### src/rtl/game_fsm_controller_if.sv
// Control/status bundle between the pong match sequencer and the surrounding game logic.
// master drives buttons, tick and score inputs; slave is the sequencer.
interface game_fsm_controller_if;
  logic       timing_tick;
  logic       start;
  logic       pause;
  logic       point_p1;
  logic       point_p2;
  logic [3:0] player1_score;
  logic [3:0] player2_score;
  logic [2:0] game_state;
  logic       ball_hold;
  logic       ball_run;
  logic       serve_dir;
  logic       score_clear;
  logic [1:0] winner;

  modport master (
    output timing_tick, start, pause, point_p1, point_p2, player1_score, player2_score,
    input  game_state, ball_hold, ball_run, serve_dir, score_clear, winner
  );

  modport slave (
    input  timing_tick, start, pause, point_p1, point_p2, player1_score, player2_score,
    output game_state, ball_hold, ball_run, serve_dir, score_clear, winner
  );
endinterface

### src/rtl/game_fsm_controller.sv
// Pong match sequencer: idle, serve, play, point pause and game over, with registered strobes.
// Define GAME_PAUSE_EN to enable the PAUSED state driven by the pause button.
module game_fsm_controller #(
  parameter int unsigned WIN_SCORE   = 9,
  parameter int unsigned SERVE_TICKS = 60,
  parameter int unsigned POINT_TICKS = 90
) (
  input logic                  clk,
  input logic                  rst,
  game_fsm_controller_if.slave bus
);

  localparam int unsigned CntW = 16;

  localparam logic [2:0] StIdle     = 3'd0;
  localparam logic [2:0] StServe    = 3'd1;
  localparam logic [2:0] StPlay     = 3'd2;
  localparam logic [2:0] StPoint    = 3'd3;
  localparam logic [2:0] StGameOver = 3'd4;
  localparam logic [2:0] StPaused   = 3'd5;

  localparam logic [3:0]      WinScore  = 4'(WIN_SCORE);
  localparam logic [CntW-1:0] ServeLoad = CntW'(SERVE_TICKS);
  localparam logic [CntW-1:0] PointLoad = CntW'(POINT_TICKS);

  logic [2:0]      state_q, state_d;
  logic [CntW-1:0] cnt_q, cnt_d;
  logic            dir_q, dir_d;
  logic [1:0]      win_q, win_d;
  logic            clr_q, clr_d;
  logic            hold_q, hold_d;
  logic            run_q, run_d;
  logic            start_q, pause_q, valid_q;
  logic            start_edge, pause_edge, tick_done;

  // valid_q masks the first sample after reset so a held button gives no edge.
  assign start_edge = valid_q & bus.start & ~start_q;
  assign pause_edge = valid_q & bus.pause & ~pause_q;
  assign tick_done  = bus.timing_tick & (cnt_q <= CntW'(1));

`ifndef GAME_PAUSE_EN
  logic unused_pause;
  assign unused_pause = pause_edge;
`endif

  always_comb begin
    state_d = state_q;
    cnt_d   = cnt_q;
    dir_d   = dir_q;
    win_d   = win_q;
    clr_d   = 1'b0;
    case (state_q)
      StIdle, StGameOver: begin
        if (start_edge) begin
          state_d = StServe;
          cnt_d   = ServeLoad;
          clr_d   = 1'b1;
          dir_d   = 1'b0;
          win_d   = 2'b00;
        end
      end
      StServe: begin
        if (tick_done) begin
          state_d = StPlay;
        end else if (bus.timing_tick) begin
          cnt_d = cnt_q - CntW'(1);
        end
      end
      StPlay: begin
        if (bus.point_p1) begin
          state_d = StPoint;
          cnt_d   = PointLoad;
          dir_d   = 1'b1;
        end else if (bus.point_p2) begin
          state_d = StPoint;
          cnt_d   = PointLoad;
          dir_d   = 1'b0;
`ifdef GAME_PAUSE_EN
        end else if (pause_edge) begin
          state_d = StPaused;
`endif
        end
      end
      StPoint: begin
        if (tick_done) begin
          if (bus.player1_score >= WinScore) begin
            state_d = StGameOver;
            win_d   = 2'b01;
          end else if (bus.player2_score >= WinScore) begin
            state_d = StGameOver;
            win_d   = 2'b10;
          end else begin
            state_d = StServe;
            cnt_d   = ServeLoad;
          end
        end else if (bus.timing_tick) begin
          cnt_d = cnt_q - CntW'(1);
        end
      end
`ifdef GAME_PAUSE_EN
      StPaused: begin
        if (pause_edge) begin
          state_d = StPlay;
        end
      end
`endif
      default: state_d = StIdle;
    endcase
  end

  // Outputs are registered from the next state so they track it without a cycle of lag.
  always_comb begin
    hold_d = (state_d == StIdle) || (state_d == StServe) || (state_d == StPoint) ||
             (state_d == StGameOver);
    run_d  = (state_d == StPlay);
  end

  always_ff @(posedge clk or posedge rst) begin
    if (rst) begin
      state_q <= StIdle;
      cnt_q   <= '0;
      dir_q   <= 1'b0;
      win_q   <= 2'b00;
      clr_q   <= 1'b0;
      hold_q  <= 1'b1;
      run_q   <= 1'b0;
      start_q <= 1'b0;
      pause_q <= 1'b0;
      valid_q <= 1'b0;
    end else begin
      state_q <= state_d;
      cnt_q   <= cnt_d;
      dir_q   <= dir_d;
      win_q   <= win_d;
      clr_q   <= clr_d;
      hold_q  <= hold_d;
      run_q   <= run_d;
      start_q <= bus.start;
      pause_q <= bus.pause;
      valid_q <= 1'b1;
    end
  end

  assign bus.game_state  = state_q;
  assign bus.ball_hold   = hold_q;
  assign bus.ball_run    = run_q;
  assign bus.serve_dir   = dir_q;
  assign bus.score_clear = clr_q;
  assign bus.winner      = win_q;

endmodule

### src/flat_wrapper.sv
// flat-port wrapper written by rule: the top's interface ports become plain ports
module game_fsm_controller_flat 
#(
  parameter int unsigned WIN_SCORE   = 9,
  parameter int unsigned SERVE_TICKS = 60,
  parameter int unsigned POINT_TICKS = 90
)
  (clk, rst, bus_timing_tick, bus_start, bus_pause, bus_point_p1, bus_point_p2, bus_player1_score, bus_player2_score, bus_game_state, bus_ball_hold, bus_ball_run, bus_serve_dir, bus_score_clear, bus_winner);
  game_fsm_controller_if bus_i ();
  input logic clk;
  input logic rst;
  input wire logic [$bits(bus_i.timing_tick)-1:0] bus_timing_tick;
  input wire logic [$bits(bus_i.start)-1:0] bus_start;
  input wire logic [$bits(bus_i.pause)-1:0] bus_pause;
  input wire logic [$bits(bus_i.point_p1)-1:0] bus_point_p1;
  input wire logic [$bits(bus_i.point_p2)-1:0] bus_point_p2;
  input wire logic [$bits(bus_i.player1_score)-1:0] bus_player1_score;
  input wire logic [$bits(bus_i.player2_score)-1:0] bus_player2_score;
  output wire logic [$bits(bus_i.game_state)-1:0] bus_game_state;
  output wire logic [$bits(bus_i.ball_hold)-1:0] bus_ball_hold;
  output wire logic [$bits(bus_i.ball_run)-1:0] bus_ball_run;
  output wire logic [$bits(bus_i.serve_dir)-1:0] bus_serve_dir;
  output wire logic [$bits(bus_i.score_clear)-1:0] bus_score_clear;
  output wire logic [$bits(bus_i.winner)-1:0] bus_winner;
  assign bus_i.timing_tick = bus_timing_tick;
  assign bus_i.start = bus_start;
  assign bus_i.pause = bus_pause;
  assign bus_i.point_p1 = bus_point_p1;
  assign bus_i.point_p2 = bus_point_p2;
  assign bus_i.player1_score = bus_player1_score;
  assign bus_i.player2_score = bus_player2_score;
  assign bus_game_state = bus_i.game_state;
  assign bus_ball_hold = bus_i.ball_hold;
  assign bus_ball_run = bus_i.ball_run;
  assign bus_serve_dir = bus_i.serve_dir;
  assign bus_score_clear = bus_i.score_clear;
  assign bus_winner = bus_i.winner;
  game_fsm_controller #(.WIN_SCORE(WIN_SCORE), .SERVE_TICKS(SERVE_TICKS), .POINT_TICKS(POINT_TICKS)) u_core (.clk(clk), .rst(rst), .bus(bus_i));
endmodule
### config.mk
export PLATFORM = sky130hd
export DESIGN_NAME = game_fsm_controller_flat
export DESIGN_NICKNAME = d
export VERILOG_FILES = /design/src/rtl/game_fsm_controller_if.sv /design/src/rtl/game_fsm_controller.sv /design/src/flat_wrapper.sv
export SDC_FILE = /design/constraint.sdc
export NUM_CORES = 1
export LEC_CHECK = 0
export CAP_MARGIN = 10
export CORE_ASPECT_RATIO = 1.2
export CORE_UTILIZATION = 45
export DETAILED_ROUTE_END_ITERATION = 8
export PLACE_DENSITY = 0.77
export SETUP_SLACK_MARGIN = 0.4
export SYNTH_ARGS = -nofsm -noshare
export SYNTH_HDL_FRONTEND = slang
export SYNTH_SLANG_ARGS = --single-unit
### constraint.sdc
create_clock -name clk -period 1.9 [get_ports clk]
set_input_delay 0.19 -clock clk [delete_from_list [all_inputs] [get_ports clk]]
set_output_delay 0.19 -clock clk [all_outputs]
set_load 0.02 [all_outputs]
==> results of run 1 <==
-- state kept, by name, indices dropped and copies added (netlist names) --
signal / cells
u_core.cnt_q: 16
u_core.bus.game_state: 3
u_core.bus.winner: 2
u_core.bus.ball_hold: 1
u_core.bus.ball_run: 1
u_core.bus.score_clear: 1
u_core.bus.serve_dir: 1
u_core.start_q: 1
u_core.valid_q: 1
-- layer usage --
layer	global-route usage [%]	share of wire, %
met1	33.50	35
met2	57.83	53
met3	4.697	7.1
met4	18.44	5.0
met5	0	0
-- per-stage QoR --
step | hold slack (ns) | utilization, % | cell area (um^2)
2_1_floorplan | 0.2214 | - | 1603
3_3_place_gp | 0.5025 | 70.40 | 2228
3_5_place_dp | 0.5188 | 70.40 | 2228
4_1_cts | 0.2165 | 77.67 | 2459
5_1_grt | 0.2410 | 81.58 | 2582
6_report | 0.2002 | 81.58 | 2582
-- cell usage in the layout, fill, tap and decap left out, drive strengths merged, types with 6 or more instances in the layout --
cell and count:
a21oi 6, and3 7, buf 64, clkdlybuf4s50 13, dfrtp 26, dlygate4sd2 8, inv 9, nand2 12
nor2 16, nor3 9, o21ai 9
-- logic make-up after synthesis --
logic type               share of synthesized area [%]
AND/OR/NAND/NOR                                  27.05
AO/OA/AOI/OAI                                    21.70
flip-flops                                       43.81
buffers and inverters                            4.858
adder cells (fa/ha/maj)                          1.619
multiplexers                                    0.7287
other                                           0.2427
-- path summary, 6_finish.rpt --
path / from / slack, ns / endpoint / cells past startpoint
min in group clk: bus_start / 0.30 / u_core.start_q / 1
worst max-delay path: u_core.cnt_q[13] / -0.04 / u_core.cnt_q[2] / 7
max in group asynchronous: rst / 1.39 / u_core.bus.ball_hold / 3
worst min-delay path: rst / 0.20 / u_core.bus.serve_dir / 3
worst min register to register: u_core.bus.serve_dir / 0.56 / u_core.bus.serve_dir / 1
worst max register to register: u_core.cnt_q[13] / -0.04 / u_core.cnt_q[2] / 7
-- power by group through the flow --
| stage | combinational [mW] | clock, mW | sequential (mW) |
|---|---|---|---|
| floorplan | 0.574 | 0 | 0.902 |
| global placement | 1.09 | 0 | 0.856 |
| detailed placement | 1.14 | 0 | 0.872 |
| CTS | 1.32 | 0.270 | 0.869 |
| global route | 1.66 | 0.290 | 0.919 |
| finish | 1.58 | 0.267 | 0.909 |
-- final cells by class --
class                   count  area [um^2]
clock inverters             1        5.005
inverters                   9        36.28
well taps                  36        45.04
fillers                   155        583.1
flip-flops and latches     27        680.7
clock buffers               3        22.52
multi-input cells         125         1054
repair buffers             86        739.5
-- worst reg2reg max path, delay by kind of cell (launching register included) --
family,cells,cell delay [ns]
AO/OA/AOI/OAI,1,0.20
flip-flops,1,0.45
buffers and inverters,2,0.18
AND/OR/NAND/NOR,4,1.00
-- what timing repair did --
item,4_1_cts,5_1_grt
pin swaps,24,11
endpoints found under the setup margin,31,24
endpoints found under the hold margin,0,0
gates resized for setup,48,19
setup buffers,8,2
gates cloned,1,0
==> impl_metrics.csv, run 1 <==
group,metric,value,unit
status,outcome,"finished with violations",
status,violations,"setup timing",
logic_synthesis,netlist.area_leader.share,42.11,%
layout,drive_gt1_share,45.42,%
floorplan,start_util,48.81,%
critical_path,cpPeakStageDelay,0.45,ns
layout,layout.cells.non_filler,287,
critical_path,critical_path_class,"register to register",
global_route,grt_max_degree,28,
critical_path,cpMostUsedCell,"and4_4",
routing,route.detailed.vias_per_inst,6.554,
critical_path,crit_path_start_kind,"register",
timing,timing.fmax,0.5145,GHz
pwr,power.leakage,1.242,nW
floorplan,top_level_ports,24,
pwr,pwr-share-seq,32.9,%
layout,fin_nets,269,
placement,dp_slack,-0.2915,ns
clock_network,cts_made_buffers,3,
layout,area_delta_synth_final,67.13,%
pwr,clkPwrFrac,9.7,%
routing,drtAntennaViolNets,0,
clock_network,clk_latency,0.34,ns
critical_path,path_delay_family,"simple AND/OR/NAND/NOR gates",
logic_synthesis,synth_cell_types,45,
logic_synthesis,synth_nets,182,
global_route,grt_usage,31.17,%
critical_path,crit_path_end_kind,"register",
floorplan,rows,22,
logic_synthesis,ys_warn_count,0,
logic_synthesis,syn_area,1545,um^2
routing,dr.pass1.iters,5,
routing,vias,1881,
floorplan,die_x,55.50,um
timing,finalMaxSlewViolations,0,
floorplan,core-area,3166,um^2
clock_network,cts_sinks,27,
placement,dp_hpwl,3526,um
logic_synthesis,synthMostInstantiatedCell,"dfrtp_1",
global_route,grt-ovfl-total,0,
pwr,p_int,1.589,mW
pwr,p_total,2.761,mW
critical_path,cp_data_required_time,2.13,ns
timing,fin_ws,-0.04359,ns
pwr,switching_share,42.44,%
critical_path,cp_num_buf_inv,2,
critical_path,arrival,2.17,ns
placement,port_buffers,22,
hold_path,hp-class,"input pin to async pin",
logic_synthesis,syn_inst,165,
logic_synthesis,synth_edf_count,0,
timing,tns,-0.05524,ns
placement,routabilityCongestion,0.9377,
floorplan,die_area,3673,um^2
placement,place_inst,272,
global_route,antenna_found_initial,0,
logic_synthesis,synth_common_cells,"dfrtp_1, nor2_1, nand2_1, inv_1, nor3_1",
layout,n_antenna_cell,0,
clock_network,ctsLongestPathBuffers,2,
pwr,p_comb_share,57.4,%
pwr,powerDensity,1069,nW/um^2
routing,wire_per_inst,21.36,um
pwr,peakVddDrop,0.8614,mV
pwr,p_sw,1.172,mW
logic_synthesis,async_reset_ff_share,100.0,%
timing,hold_violations,0,
clock_network,ctsHoldBuffers,0,
timing,fin_crit,1.944,ns
critical_path,slowest_stage,"dfrtp_1",
floorplan,die_y,66.19,um
logic_synthesis,seq_area_frac_synth,43.81,%
critical_path,crit_fanout,4,
logic_synthesis,ys_ff_latch,27,
clock_network,cts_tree,"done",
timing,timing.final.crit_share,102.3,%
clock_network,h-tree-depth,1,
logic_synthesis,postSynthAreaPerCell,9.365,um^2
global_route,first_global_vias,1920,
routing,drtIter0Drc,153,
routing,drc,0,
timing,setup_violations,2,
flow_run,drv_cap,0,
critical_path,crit_chain,"nor4_4 > and4_4 > and4_4 > or2_4 > buf_4 > inv_4 > o21a_1",
logic_synthesis,synthFlopType,"dfrtp_1",
logic_synthesis,ys_top_cells_by_area,"dfrtp_1, nor2_1, nor3_1, nand2_1, and3_1",
timing,fin_skew,0.006656,ns
global_route,grt_pass1_wl,8769,um
clock_network,clk_pin_slew,0.16,ns
clock_network,cts-root-buf,"clkbuf_4",
timing,rsz0062_at_grt,"yes",
logic_synthesis,synth_largest_area_cell,"dfrtp_1",
routing,drt_wl_total,6130,um
No activity file was read; power rests on OpenSTA's default activity.
==> run 2: changes to the inputs <==
--- a/config.mk
+++ b/config.mk
@@ -5,12 +5,14 @@
 export SDC_FILE = /design/constraint.sdc
 export NUM_CORES = 1
 export LEC_CHECK = 0
+export ABC_CLOCK_PERIOD_IN_PS = 1900
 export CAP_MARGIN = 10
 export CORE_ASPECT_RATIO = 1.2
 export CORE_UTILIZATION = 45
 export DETAILED_ROUTE_END_ITERATION = 8
 export PLACE_DENSITY = 0.77
 export SETUP_SLACK_MARGIN = 0.4
+export SKIP_LAST_GASP = 1
 export SYNTH_ARGS = -nofsm -noshare
 export SYNTH_HDL_FRONTEND = slang
 export SYNTH_SLANG_ARGS = --single-unit
==> constraint.sdc (replaced) <==
create_clock -name clk -period 1.9 [get_ports clk]
set_input_delay 0.285 -clock clk [delete_from_list [all_inputs] [get_ports clk]]
set_output_delay 0.285 -clock clk [all_outputs]
set_load 0.02 [all_outputs]
==> run 2 against run 1 <==
Against the previous run: the flow still finishes with violations (setup timing); worst setup slack worse by 0.022 ns; register-to-register slack worse by 0.02 ns; combinational power is 4% lower; via count is 2.0% lower; die area stayed put; sequential share of layout area hardly changed; wire length is 2.3% lower; power is 2.2% lower; clock power hardly changed; critical path type unchanged; critical endpoint is now u_core.cnt_q[9]; largest power group unchanged; highest routed layer unchanged.
==> impl_metrics.csv, run 2 (synthesis gave the netlist of run 1 again) <==
group,metric,value,unit
routing,vias,1844,
routing,wire_per_inst,20.51,um
critical_path,cp_data_required_time,2.12,ns
placement,dp_slack,-0.4354,ns
routing,dr.pass1.iters,7,
clock_network,h-tree-depth,1,
floorplan,rows,22,
critical_path,slowest_stage,"dfrtp_2",
critical_path,cpPeakStageDelay,0.43,ns
global_route,grt_max_degree,28,
global_route,antenna_found_initial,0,
floorplan,core-area,3166,um^2
routing,drt_wl_total,5990,um
timing,fin_crit,1.965,ns
routing,route.detailed.vias_per_inst,6.315,
floorplan,die_y,66.19,um
pwr,power.leakage,1.247,nW
global_route,first_global_vias,2000,
layout,largest_register_ffs,16,
critical_path,cp_num_buf_inv,1,
global_route,grt-ovfl-total,0,
clock_network,cts_made_buffers,3,
routing,drtAntennaViolNets,0,
clock_network,clk_latency,0.34,ns
layout,final_common_cell,"buf_4",
routing,drc,0,
hold_path,hp-class,"input pin to async pin",
critical_path,crit_chain,"or3b_4 > o21ai_4 > nor2_2 > or2_4 > buf_6 > a221o_1",
timing,worst_hold_slack,0.2796,ns
timing,timing.final.crit_share,103.4,%
timing,finalMaxSlewViolations,0,
floorplan,die_x,55.50,um
layout,layout.cells.non_filler,292,
clock_network,ctsLongestPathBuffers,2,
timing,fin_ws,-0.06515,ns
timing,rsz0062_at_grt,"yes",
layout,drive_gt1_share,48.83,%
timing,fin_skew,0.01702,ns
clock_network,ctsHoldBuffers,0,
pwr,p_total,2.701,mW
global_route,grt_usage,32.92,%
layout,n_antenna_cell,0,
critical_path,crit_fanout,5,
placement,port_buffers,22,
clock_network,cts_sinks,27,
floorplan,start_util,48.81,%
layout,final_util,82.02,%
status,violations,"setup timing",
routing,drtIter0Drc,139,
status,outcome,"finished with violations",
pwr,peakVddDrop,0.7852,mV
floorplan,die_area,3673,um^2
clock_network,cts_tree,"done",
clock_network,cts-root-buf,"clkbuf_4",
timing,setup_violations,10,
critical_path,crit_path_start_kind,"register",
timing,timing.fmax,0.5089,GHz
placement,dp_hpwl,3581,um
global_route,grt_pass1_wl,9294,um
flow_run,drv_cap,0,
placement,place_inst,274,
layout,layout_common_cells,"buf_4, dfrtp_1, clkdlybuf4s50_1, nor2_1, nand2_1",
placement,routabilityCongestion,0.9370,
layout,fin_nets,274,
floorplan,top_level_ports,24,
critical_path,crit_path_end_kind,"register",
timing,hold_violations,0,
pwr,powerDensity,1040,nW/um^2
layout,top_register,"u_core.cnt_q",
critical_path,critical_path_class,"register to register",
layout,area_delta_synth_final,68.02,%
critical_path,path_delay_family,"simple AND/OR/NAND/NOR gates",
critical_path,arrival,2.19,ns
clock_network,clk_pin_slew,0.17,ns
run 2: what timing repair did:
action | 4_1_cts | 5_1_grt
gates resized for setup | 46 | 30
endpoints found under the setup margin | 32 | 27
pin swaps | 17 | 11
buffers inserted | 6 | 7
gates cloned | 1 | 0
run 2: cell type report:
cell class,instances,area [um^2]
Clock inverter,1,5.005
Timing Repair Buffer,91,762.0
Tap cell,36,45.04
Fill cell,146,569.3
Inverter,9,36.28
Multi-Input combinational cell,125,1042
Clock buffer,3,22.52
Sequential cell,27,683.2
run 2: routing by layer:
| layer | up-vias | GRT usage (%) | share of wire, % |
|---|---|---|---|
| met4 | 0 | 19.38 | 5.6 |
| li1 | 808 | - | - |
| met5 | - | 0 | 0 |
| met2 | 112 | 59.79 | 52 |
| met1 | 884 | 36.78 | 36 |
| met3 | 40 | 4.501 | 6.2 |
run 2: stage by stage:
step	instance area, um^2	setup TNS (ns)
floorplan	1603	-0.5281
global placement	2243	-4.507
detailed placement	2243	-5.698
CTS	2456	0
global route	2596	-0.7646
finish	2596	-0.3109
run 2: worst paths after layout:
path | slack, ns | depth (start not counted) | start | end
setup / recovery | -0.07 | 6 | u_core.bus.game_state[2] | u_core.cnt_q[9]
max in group asynchronous | 1.29 | 3 | rst | u_core.bus.ball_hold
hold / removal | 0.28 | 3 | rst | u_core.bus.serve_dir
min in group clk | 0.39 | 1 | bus_start | u_core.start_q
hold reg to reg | 0.56 | 1 | u_core.bus.serve_dir | u_core.bus.serve_dir
setup reg to reg | -0.07 | 6 | u_core.bus.game_state[2] | u_core.cnt_q[9]
run 2: tightest hold or removal path: stages:
cell and delay [ns]:
clkdlybuf4s50_1 0.40, inv_1 0.05, buf_4 0.33
run 2: power breakdown:
part,leakage (nW),switching [mW],total [mW],internal [mW]
combinational,0.896,0.730,1.52,0.793
clock,0.0177,0.187,0.266,0.0791
sequential,0.333,0.190,0.912,0.722
total,1.25,1.11,2.70,1.59
